===== src/rtl/bp_be_stride_prefetch_engine.sv =====
// Multi-degree stride prefetcher for the BE memory pipe.
// A direct-mapped reference prediction table is trained on committed memory
// ops with the Chen-Baer INIT/TRANSIENT/STEADY/NO_PRED scheme. A STEADY hit
// with a non-zero stride launches an issue session that walks degree_p
// candidates, filters those that fall in an already-covered cache block, and
// presents the rest one at a time on a registered valid/ready port.
module bp_be_stride_prefetch_engine #(
  parameter int vaddr_width_p  = 39,
  parameter int rpt_sets_p     = 32,
  parameter int stride_width_p = 12,
  parameter int degree_p       = 2,
  parameter int block_width_p  = 6,
  parameter int train_stores_p = 1
) (
  input  logic                     clk_i,
  input  logic                     reset_i,
  input  logic                     mem_v_i,
  input  logic                     mem_store_i,
  input  logic [vaddr_width_p-1:0] mem_pc_i,
  input  logic [vaddr_width_p-1:0] mem_addr_i,
  input  logic                     flush_i,
  output logic                     pf_v_o,
  output logic [vaddr_width_p-1:0] pf_addr_o,
  output logic [vaddr_width_p-1:0] pf_pc_o,
  input  logic                     pf_ready_i,
  output logic                     busy_o,
  output logic                     drop_o
);

  localparam int LG_SETS = $clog2(rpt_sets_p);
  localparam int TAG_W   = vaddr_width_p - 1 - LG_SETS;
  localparam int SW      = stride_width_p;
  localparam int HI_W    = vaddr_width_p - SW + 1;
  localparam int BLK_W   = vaddr_width_p - block_width_p;
  localparam int K_W     = $clog2(degree_p + 2);
  localparam logic [K_W-1:0] DEG_K = K_W'(degree_p);
  localparam logic TRAIN_ST = (train_stores_p != 0);

  typedef enum logic [1:0] {
    RPT_INIT      = 2'd0,
    RPT_TRANSIENT = 2'd1,
    RPT_STEADY    = 2'd2,
    RPT_NO_PRED   = 2'd3
  } rpt_state_e;

  typedef enum logic {
    FSM_IDLE  = 1'b0,
    FSM_ISSUE = 1'b1
  } fsm_e;

  // ---------------------------------------------------------------------------
  // Reference prediction table
  // ---------------------------------------------------------------------------
  logic [rpt_sets_p-1:0] r_valid;
  logic [TAG_W-1:0]      r_tag    [rpt_sets_p];
  rpt_state_e            r_state  [rpt_sets_p];
  logic [vaddr_width_p-1:0] r_last [rpt_sets_p];
  logic [SW-1:0]         r_stride [rpt_sets_p];

  logic [LG_SETS-1:0]       w_idx;
  logic [TAG_W-1:0]         w_tag;
  logic                     w_train;
  logic                     w_hit;
  rpt_state_e               w_old_state;
  logic [SW-1:0]            w_old_stride;
  logic [vaddr_width_p-1:0] w_old_stride_x;
  logic [vaddr_width_p-1:0] w_delta;
  logic [HI_W-1:0]          w_delta_hi;
  logic                     w_repr;
  logic [SW-1:0]            w_delta_s;
  logic                     w_correct;
  rpt_state_e               w_new_state;
  logic [SW-1:0]            w_new_stride;
  logic                     w_trigger;
  logic                     w_unused_pc0;

  // PC bit 0 carries no information for aligned instructions; it is neither index nor tag.
  assign w_unused_pc0 = mem_pc_i[0];

  assign w_idx   = mem_pc_i[1 +: LG_SETS];
  assign w_tag   = mem_pc_i[vaddr_width_p-1 : 1+LG_SETS];
  assign w_train = mem_v_i & (~mem_store_i | TRAIN_ST) & ~flush_i;

  assign w_hit          = r_valid[w_idx] && (r_tag[w_idx] == w_tag);
  assign w_old_state    = r_state[w_idx];
  assign w_old_stride   = r_stride[w_idx];
  assign w_old_stride_x = {{(vaddr_width_p-SW){w_old_stride[SW-1]}}, w_old_stride};

  // The delta fits the stride field only if its upper bits are a pure sign extension.
  assign w_delta    = mem_addr_i - r_last[w_idx];
  assign w_delta_hi = w_delta[vaddr_width_p-1 : SW-1];
  assign w_repr     = (w_delta_hi == '0) || (w_delta_hi == '1);
  assign w_delta_s  = w_repr ? w_delta[SW-1:0] : '0;
  assign w_correct  = w_repr && (w_delta[SW-1:0] == w_old_stride);

  // Chen-Baer state/stride update for the indexed entry.
  always_comb begin
    w_new_state  = RPT_INIT;
    w_new_stride = '0;
    if (w_hit) begin
      case (w_old_state)
        RPT_INIT: begin
          if (w_correct) begin
            w_new_state  = RPT_STEADY;
            w_new_stride = w_old_stride;
          end else begin
            w_new_state  = RPT_TRANSIENT;
            w_new_stride = w_delta_s;
          end
        end
        RPT_TRANSIENT: begin
          if (w_correct) begin
            w_new_state  = RPT_STEADY;
            w_new_stride = w_old_stride;
          end else begin
            w_new_state  = RPT_NO_PRED;
            w_new_stride = w_delta_s;
          end
        end
        RPT_STEADY: begin
          w_new_stride = w_old_stride;
          w_new_state  = w_correct ? RPT_STEADY : RPT_INIT;
        end
        default: begin
          if (w_correct) begin
            w_new_state  = RPT_TRANSIENT;
            w_new_stride = w_old_stride;
          end else begin
            w_new_state  = RPT_NO_PRED;
            w_new_stride = w_delta_s;
          end
        end
      endcase
    end
  end

  assign w_trigger = w_train & w_hit & w_correct & (w_new_state == RPT_STEADY) &
                     (w_old_stride != '0);

  // Valid bits: cleared by reset and flush, set on every trained op.
  always_ff @(posedge clk_i or posedge reset_i) begin
    if (reset_i) begin
      r_valid <= '0;
    end else if (flush_i) begin
      r_valid <= '0;
    end else if (w_train) begin
      r_valid[w_idx] <= 1'b1;
    end
  end

  // Entry payload; a miss overwrites with INIT/stride 0 via the update logic.
  always_ff @(posedge clk_i) begin
    if (w_train) begin
      r_tag[w_idx]    <= w_tag;
      r_state[w_idx]  <= w_new_state;
      r_last[w_idx]   <= mem_addr_i;
      r_stride[w_idx] <= w_new_stride;
    end
  end

  // ---------------------------------------------------------------------------
  // Issue FSM
  // ---------------------------------------------------------------------------
  fsm_e                     r_fsm,        w_fsm_next;
  logic [BLK_W-1:0]         r_base_blk,   w_base_blk_next;
  logic [vaddr_width_p-1:0] r_stride_x,   w_stride_x_next;
  logic [vaddr_width_p-1:0] r_cand,       w_cand_next;
  logic [vaddr_width_p-1:0] r_pc,         w_pc_next;
  logic [K_W-1:0]           r_k,          w_k_next;
  logic                     r_last_blk_v, w_last_blk_v_next;
  logic [BLK_W-1:0]         r_last_blk,   w_last_blk_next;
  logic                     r_pf_v,       w_pf_v_next;
  logic [vaddr_width_p-1:0] r_pf_addr,    w_pf_addr_next;
  logic                     r_drop,       w_drop_next;

  logic [BLK_W-1:0] w_cand_blk;
  logic             w_suppress;

  assign w_cand_blk = r_cand[vaddr_width_p-1 : block_width_p];
  assign w_suppress = (w_cand_blk == r_base_blk) ||
                      (r_last_blk_v && (w_cand_blk == r_last_blk));

  // Issue state registers.
  always_ff @(posedge clk_i or posedge reset_i) begin
    if (reset_i) begin
      r_fsm        <= FSM_IDLE;
      r_base_blk   <= '0;
      r_stride_x   <= '0;
      r_cand       <= '0;
      r_pc         <= '0;
      r_k          <= '0;
      r_last_blk_v <= 1'b0;
      r_last_blk   <= '0;
      r_pf_v       <= 1'b0;
      r_pf_addr    <= '0;
      r_drop       <= 1'b0;
    end else begin
      r_fsm        <= w_fsm_next;
      r_base_blk   <= w_base_blk_next;
      r_stride_x   <= w_stride_x_next;
      r_cand       <= w_cand_next;
      r_pc         <= w_pc_next;
      r_k          <= w_k_next;
      r_last_blk_v <= w_last_blk_v_next;
      r_last_blk   <= w_last_blk_next;
      r_pf_v       <= w_pf_v_next;
      r_pf_addr    <= w_pf_addr_next;
      r_drop       <= w_drop_next;
    end
  end

  // Next-state: latch a trigger when idle, otherwise walk candidates one per free slot.
  always_comb begin
    w_fsm_next        = r_fsm;
    w_base_blk_next   = r_base_blk;
    w_stride_x_next   = r_stride_x;
    w_cand_next       = r_cand;
    w_pc_next         = r_pc;
    w_k_next          = r_k;
    w_last_blk_v_next = r_last_blk_v;
    w_last_blk_next   = r_last_blk;
    w_pf_v_next       = r_pf_v;
    w_pf_addr_next    = r_pf_addr;
    w_drop_next       = 1'b0;
    case (r_fsm)
      FSM_IDLE: begin
        if (w_trigger) begin
          w_fsm_next        = FSM_ISSUE;
          w_base_blk_next   = mem_addr_i[vaddr_width_p-1 : block_width_p];
          w_stride_x_next   = w_old_stride_x;
          w_cand_next       = mem_addr_i + w_old_stride_x;
          w_pc_next         = mem_pc_i;
          w_k_next          = K_W'(1);
          w_last_blk_v_next = 1'b0;
        end
      end
      default: begin
        w_drop_next = w_trigger;
        // The output slot is free when nothing is presented or it is taken this cycle.
        if (~r_pf_v | pf_ready_i) begin
          if (r_k > DEG_K) begin
            w_fsm_next  = FSM_IDLE;
            w_pf_v_next = 1'b0;
          end else begin
            w_k_next    = r_k + K_W'(1);
            w_cand_next = r_cand + r_stride_x;
            if (w_suppress) begin
              w_pf_v_next = 1'b0;
              if (r_k == DEG_K) begin
                w_fsm_next = FSM_IDLE;
              end
            end else begin
              w_pf_v_next       = 1'b1;
              w_pf_addr_next    = {w_cand_blk, {block_width_p{1'b0}}};
              w_last_blk_v_next = 1'b1;
              w_last_blk_next   = w_cand_blk;
            end
          end
        end
      end
    endcase
    if (flush_i) begin
      w_fsm_next  = FSM_IDLE;
      w_pf_v_next = 1'b0;
    end
  end

  assign pf_v_o    = r_pf_v;
  assign pf_addr_o = r_pf_addr;
  assign pf_pc_o   = r_pc;
  assign busy_o    = (r_fsm != FSM_IDLE);
  assign drop_o    = r_drop;

endmodule

===== config.mk =====
export PLATFORM = sky130hd
export DESIGN_NAME = bp_be_stride_prefetch_engine
export DESIGN_NICKNAME = d
export VERILOG_FILES = /design/src/rtl/bp_be_stride_prefetch_engine.sv
export SDC_FILE = /design/constraint.sdc
export NUM_CORES = 2
export LEC_CHECK = 0
export CAP_MARGIN = 10
export CORE_AREA = 2 2 636 638
export DETAILED_ROUTE_END_ITERATION = 10
export DIE_AREA = 0 0 638 640
export HOLD_SLACK_MARGIN = 0.06
export SYNTH_ARGS = -nofsm -noshare
export SYNTH_HDL_FRONTEND = slang
export SYNTH_SLANG_ARGS = --single-unit

===== constraint.sdc =====
create_clock -name clk_i -period 15.4 [get_ports clk_i]
set_input_delay 4.62 -clock clk_i [delete_from_list [all_inputs] [get_ports clk_i]]
set_output_delay 4.62 -clock clk_i [all_outputs]
set_load 0.005 [all_outputs]

==> metrics.txt <==
# TYPE chip_impl_metric gauge
chip_impl_metric{name="totalPowerFinal",unit="mW"} 17.56
chip_impl_metric{name="cpPeakStageDelay",unit="ns"} 1.04
chip_impl_info{name="worst_path_max_delay_cell",value="nor2_2"} 1
chip_impl_metric{name="rows",unit=""} 233
chip_impl_metric{name="ys_seq_area_frac",unit=""} 0.7287
chip_impl_metric{name="yosysTopAreaCellShare",unit=""} 0.6883
chip_impl_metric{name="ir_worst_vdd",unit="uV"} 89.60
chip_impl_metric{name="asyncSetResetFlopFracSynth",unit=""} 0.06585
chip_impl_info{name="synth_most_common_cell",value="edfxtp_1"} 1
chip_impl_metric{name="period_minus_slack",unit="ns"} 12.16
chip_impl_metric{name="initial_utilization",unit=""} 0.2991
chip_impl_metric{name="post_synth_instance_area",unit="um^2"} 120100
chip_impl_metric{name="detail_route.vias_per_cell",unit=""} 5.372
chip_impl_metric{name="place_hpwl",unit="um"} 197500
chip_impl_info{name="worst_r2r_endpoint",value="r_stride[14][11]$_DFFE_PP_"} 1
chip_impl_metric{name="ys_warn_count",unit=""} 0
chip_impl_info{name="worst_hold_path_type",value="reg2reg"} 1
chip_impl_metric{name="fin_worst_hold_slack",unit="ns"} 0.4778
chip_impl_metric{name="first_global_vias",unit=""} 66190
chip_impl_info{name="ys.flop_type",value="edfxtp_1"} 1
chip_impl_info{name="r2r_start",value="r_last[11][1]$_DFFE_PP_"} 1
chip_impl_metric{name="critPathRequiredTime",unit="ns"} 15.89
chip_impl_metric{name="grt_usage",unit=""} 0.1723
chip_impl_metric{name="grt_max_degree",unit=""} 119
chip_impl_metric{name="clock_insertion_delay_at_the_later_pin_of_the_skew_report",unit="ns"} 0.93
chip_impl_metric{name="fmax",unit="MHz"} 82.26
chip_impl_metric{name="antenna_found_initial",unit=""} 13
chip_impl_metric{name="post-route-worst-setup-slack",unit="ns"} 3.243
chip_impl_metric{name="drv_cap",unit=""} 0
chip_impl_metric{name="maximum_fanout_count_along_the_critical_path",unit=""} 84
chip_impl_metric{name="timing.reg2reg.worst_path_depth",unit=""} 17
chip_impl_metric{name="synth_cell_type_count",unit=""} 103
chip_impl_info{name="setup.worst_path.end",value="r_stride[14][11]$_DFFE_PP_"} 1
chip_impl_metric{name="endpoint_arrival_time_on_the_critical_path",unit="ns"} 12.64
chip_impl_metric{name="port-buffer-count",unit=""} 157
chip_impl_metric{name="iteration_0_drc_markers",unit=""} 8307
chip_impl_metric{name="fin_crit_sh",unit=""} 0.7894
chip_impl_info{name="crit_path_cell_trace",value="buf_8 -> buf_12 -> mux4_2 -> a22oi_1 -> and4_1 -> ha_1 -> o211ai_1 -> a21oi_1 -> o22ai_2 -> o41ai_2 -> nor2_1 -> xnor2_1 -> nand3_1 -> or4_1 -> nor4_2 -> nor3_1 -> mux2i_1 -> nor2_2"} 1
chip_impl_metric{name="detail_route.wirelength",unit="um"} 364100
chip_impl_metric{name="area.growth.synth_to_final",unit="%"} 15.83
chip_impl_info{name="yosys.area.top_type",value="edfxtp_1"} 1
chip_impl_metric{name="count_of_flip_flops_with_a_built_in_enable_after_synthesis",unit=""} 2752
chip_impl_metric{name="avgRoutedWirePerCell",unit="um"} 29.27
chip_impl_metric{name="clk_path_buf_depth",unit=""} 4
chip_impl_metric{name="overall_die_height",unit="um"} 640
chip_impl_metric{name="finClkSkew",unit="ns"} 0.09103
chip_impl_metric{name="synth_seq_cells",unit=""} 2946
chip_impl_metric{name="firstDrtPassIters",unit=""} 6
chip_impl_metric{name="io_pins",unit=""} 165
chip_impl_metric{name="globalRoute.totalOverflow",unit=""} 0
chip_impl_info{name="tritoncts",value="done"} 1
chip_impl_metric{name="core",unit="um^2"} 401400
chip_impl_info{name="worst_setup_path_startpoint",value="mem_pc_i[1]"} 1
chip_impl_info{name="worst-setup-path-type",value="in2reg"} 1
chip_impl_metric{name="timing_worst_slew_pin_value",unit="ns"} 1.267
chip_impl_info{name="grt_setup_unrepaired",value="false"} 1
chip_impl_metric{name="gpl.final_weighted_congestion",unit=""} 0.8775
chip_impl_info{name="synth_commonest_cells",value="edfxtp_1 (2752), mux2i_1 (577), mux4_2 (414), o22ai_1 (316), a22oi_1 (201)"} 1
chip_impl_info{name="status",value="complete, no violations"} 1
chip_impl_metric{name="dieArea",unit="um^2"} 408300
chip_impl_metric{name="slew_viol_final",unit=""} 0
chip_impl_info{name="clock-root-buffer",value="clkbuf_16"} 1
chip_impl_metric{name="synthesis.instances",unit=""} 6518
chip_impl_metric{name="routed-via-count",unit=""} 66830
chip_impl_metric{name="htree_levels",unit=""} 5
chip_impl_metric{name="hold_viol_final",unit=""} 0
chip_impl_metric{name="leakage",unit="nW"} 46.92
chip_impl_metric{name="setup_violations",unit=""} 0
chip_impl_metric{name="nFillCells",unit=""} 37270
chip_impl_info{name="worst_setup_path_start_kind",value="input pin"} 1
chip_impl_info{name="worstSetupEndpointType",value="register"} 1
chip_impl_metric{name="clkTransAtPathRegs",unit="ns"} 0.05
chip_impl_metric{name="cts-hold-fix-buffers",unit=""} 0
chip_impl_metric{name="grt_pass1_wl",unit="um"} 505200
chip_impl_metric{name="route.detailed.drc",unit=""} 0
chip_impl_info{name="yosys-top-cells-area",value="edfxtp_1 (69%), mux4_2 (7.8%), mux2i_1 (4.8%)"} 1
chip_impl_metric{name="clock_sink_count",unit=""} 2946
chip_impl_metric{name="register_to_register_setup_slack",unit="ns"} 7.94
chip_impl_metric{name="syn_avg_cell_area",unit="um^2"} 18.42
chip_impl_metric{name="post_cts_resized",unit=""} 0
chip_impl_metric{name="numCtsBuffers",unit=""} 315
chip_impl_metric{name="worst_rel_slew_slack",unit=""} 0.1552
chip_impl_metric{name="fraction_of_layout_instances_using_a_drive_strength_above_1",unit=""} 0.1911
chip_impl_metric{name="total_neg_setup_slack",unit="ns"} 0
chip_impl_metric{name="dpl_worst_slack",unit="ns"} 2.584
chip_impl_metric{name="postCtsSetupBuffers",unit=""} 0
chip_impl_metric{name="die_w",unit="um"} 638
chip_impl_metric{name="power_per_cell_area",unit="nW/um^2"} 126.3
chip_impl_metric{name="detail_route_antenna_nets",unit=""} 0
chip_impl_metric{name="fin_nets",unit=""} 7112
-- sequential cells by signal, summed over array words and instances, names as in the netlist --
signal and flops:
r_stride 384, r_stride_x 12, r_last 1248, r_tag 1056
r_cand 39, r_state 64, r_base_blk 33, r_valid 32
pf_pc_o 39, r_k 2, r_last_blk_v 1, pf_addr_o 33
pf_v_o 1, drop_o 1, busy_o 1
-- worst min-delay path by stage --
stage | start | to | slack (ns) | cells after the start
after floorplan | pf_pc_o[29]$_DFFE_PP0P_ | pf_pc_o[29]$_DFFE_PP0P_ | 0.46 | 2
after CTS | pf_pc_o[29]$_DFFE_PP0P_ | pf_pc_o[29]$_DFFE_PP0P_ | 0.48 | 2
after global placement | pf_pc_o[1]$_DFFE_PP0P_ | pf_pc_o[1]$_DFFE_PP0P_ | 0.48 | 2
after global routing | pf_pc_o[6]$_DFFE_PP0P_ | pf_pc_o[6]$_DFFE_PP0P_ | 0.52 | 1
after detailed placement | pf_pc_o[29]$_DFFE_PP0P_ | pf_pc_o[29]$_DFFE_PP0P_ | 0.47 | 2
final | pf_pc_o[29]$_DFFE_PP0P_ | pf_pc_o[29]$_DFFE_PP0P_ | 0.48 | 2
-- metrics by stage --
stage / util / cells / cell area [um^2]
floorplan: - / 6523 / 120100
global placement: 0.3216 / 11880 / 129100
detailed placement: 0.3216 / 11880 / 129100
CTS: 0.3463 / 12430 / 139000
global route: 0.3464 / 12440 / 139100
finish: 0.3464 / 12440 / 139100
-- worst max-delay path, delay by kind of cell --
kind	cells	cell delay, ns
adder cells (fa/ha/maj)	1	0.31
AND/OR/NAND/NOR	7	3.11
multiplexers	2	0.93
AO/OA/AOI/OAI	5	1.84
XOR/XNOR	1	0.48
buffers and inverters	2	1.10
-- per-layer routing --
metal  share of wire  global-route usage  wire [um]  vias up
li1                -                   -          -    27550
met3           0.075             0.02587      27230      512
met2            0.49              0.2889     177000     3032
met4           0.027             0.04608      10000        2
met1            0.41              0.2332     149900    35730
met5        0.000027                   0         10        -
-- where the power goes --
group          switching (mW)  leakage [nW]  internal (mW)
clock                    3.17          4.86           4.19
sequential             0.0687          28.2           8.81
combinational           0.838          13.8          0.490
-- cells by family after synthesis --
kind of cell | Yosys count | share of synthesized area
buf+inv | 414 | 0.01628
compound gates | 976 | 0.05363
other cells | 1 | 0.00003123
fa+ha+maj | 120 | 0.01269
simple gates | 731 | 0.03438
flops | 2946 | 0.7287
xor+xnor | 194 | 0.01415
mux | 1136 | 0.1401
-- placed cells by master (no fill, tap or decap), types with 13 or more instances in the layout --
cell             count
nand3_1             39
ha_1               117
nand2_1            137
o21bai_1            16
nor4_1             100
nor2_4              32
edfxtp_1          2752
nand2b_1            17
buf_4              236
nor3_1              41
o21a_1              22
and3_1              16
buf_12              15
nor2_1             125
inv_1               71
a31oi_1             13
clkdlybuf4s50_1    150
clkinv_1            73
o211ai_1            14
mux4_2             414
dfrtp_1            193
nor2b_1             17
xnor2_1             85
mux2_2             121
nand4_1             51
and4_1              49
a21o_1              40
mux2i_1            577
bufinv_16           21
clkinv_2            55
mux2_4              24
clkbuf_16          320
a22oi_1            201
xor2_1             109
a211oi_1            23
o21ai_0            112
a21oi_1            120
clkbuf_1            47
o22ai_1            316
-- final cells by class --
cell class,count,area (um^2),share of cell area
inverter,72,277.8,0.001997
clock inverter,188,1690,0.01215
clock buffer,370,8225,0.05915
multi-input combinational,3163,31100,0.2236
sequential,2946,87500,0.6292
tap,5287,6615,0.04757
antenna,4,10.01,0.00007198
timing repair buffer,410,3659,0.02631
Power figures use the tool's default switching activity.
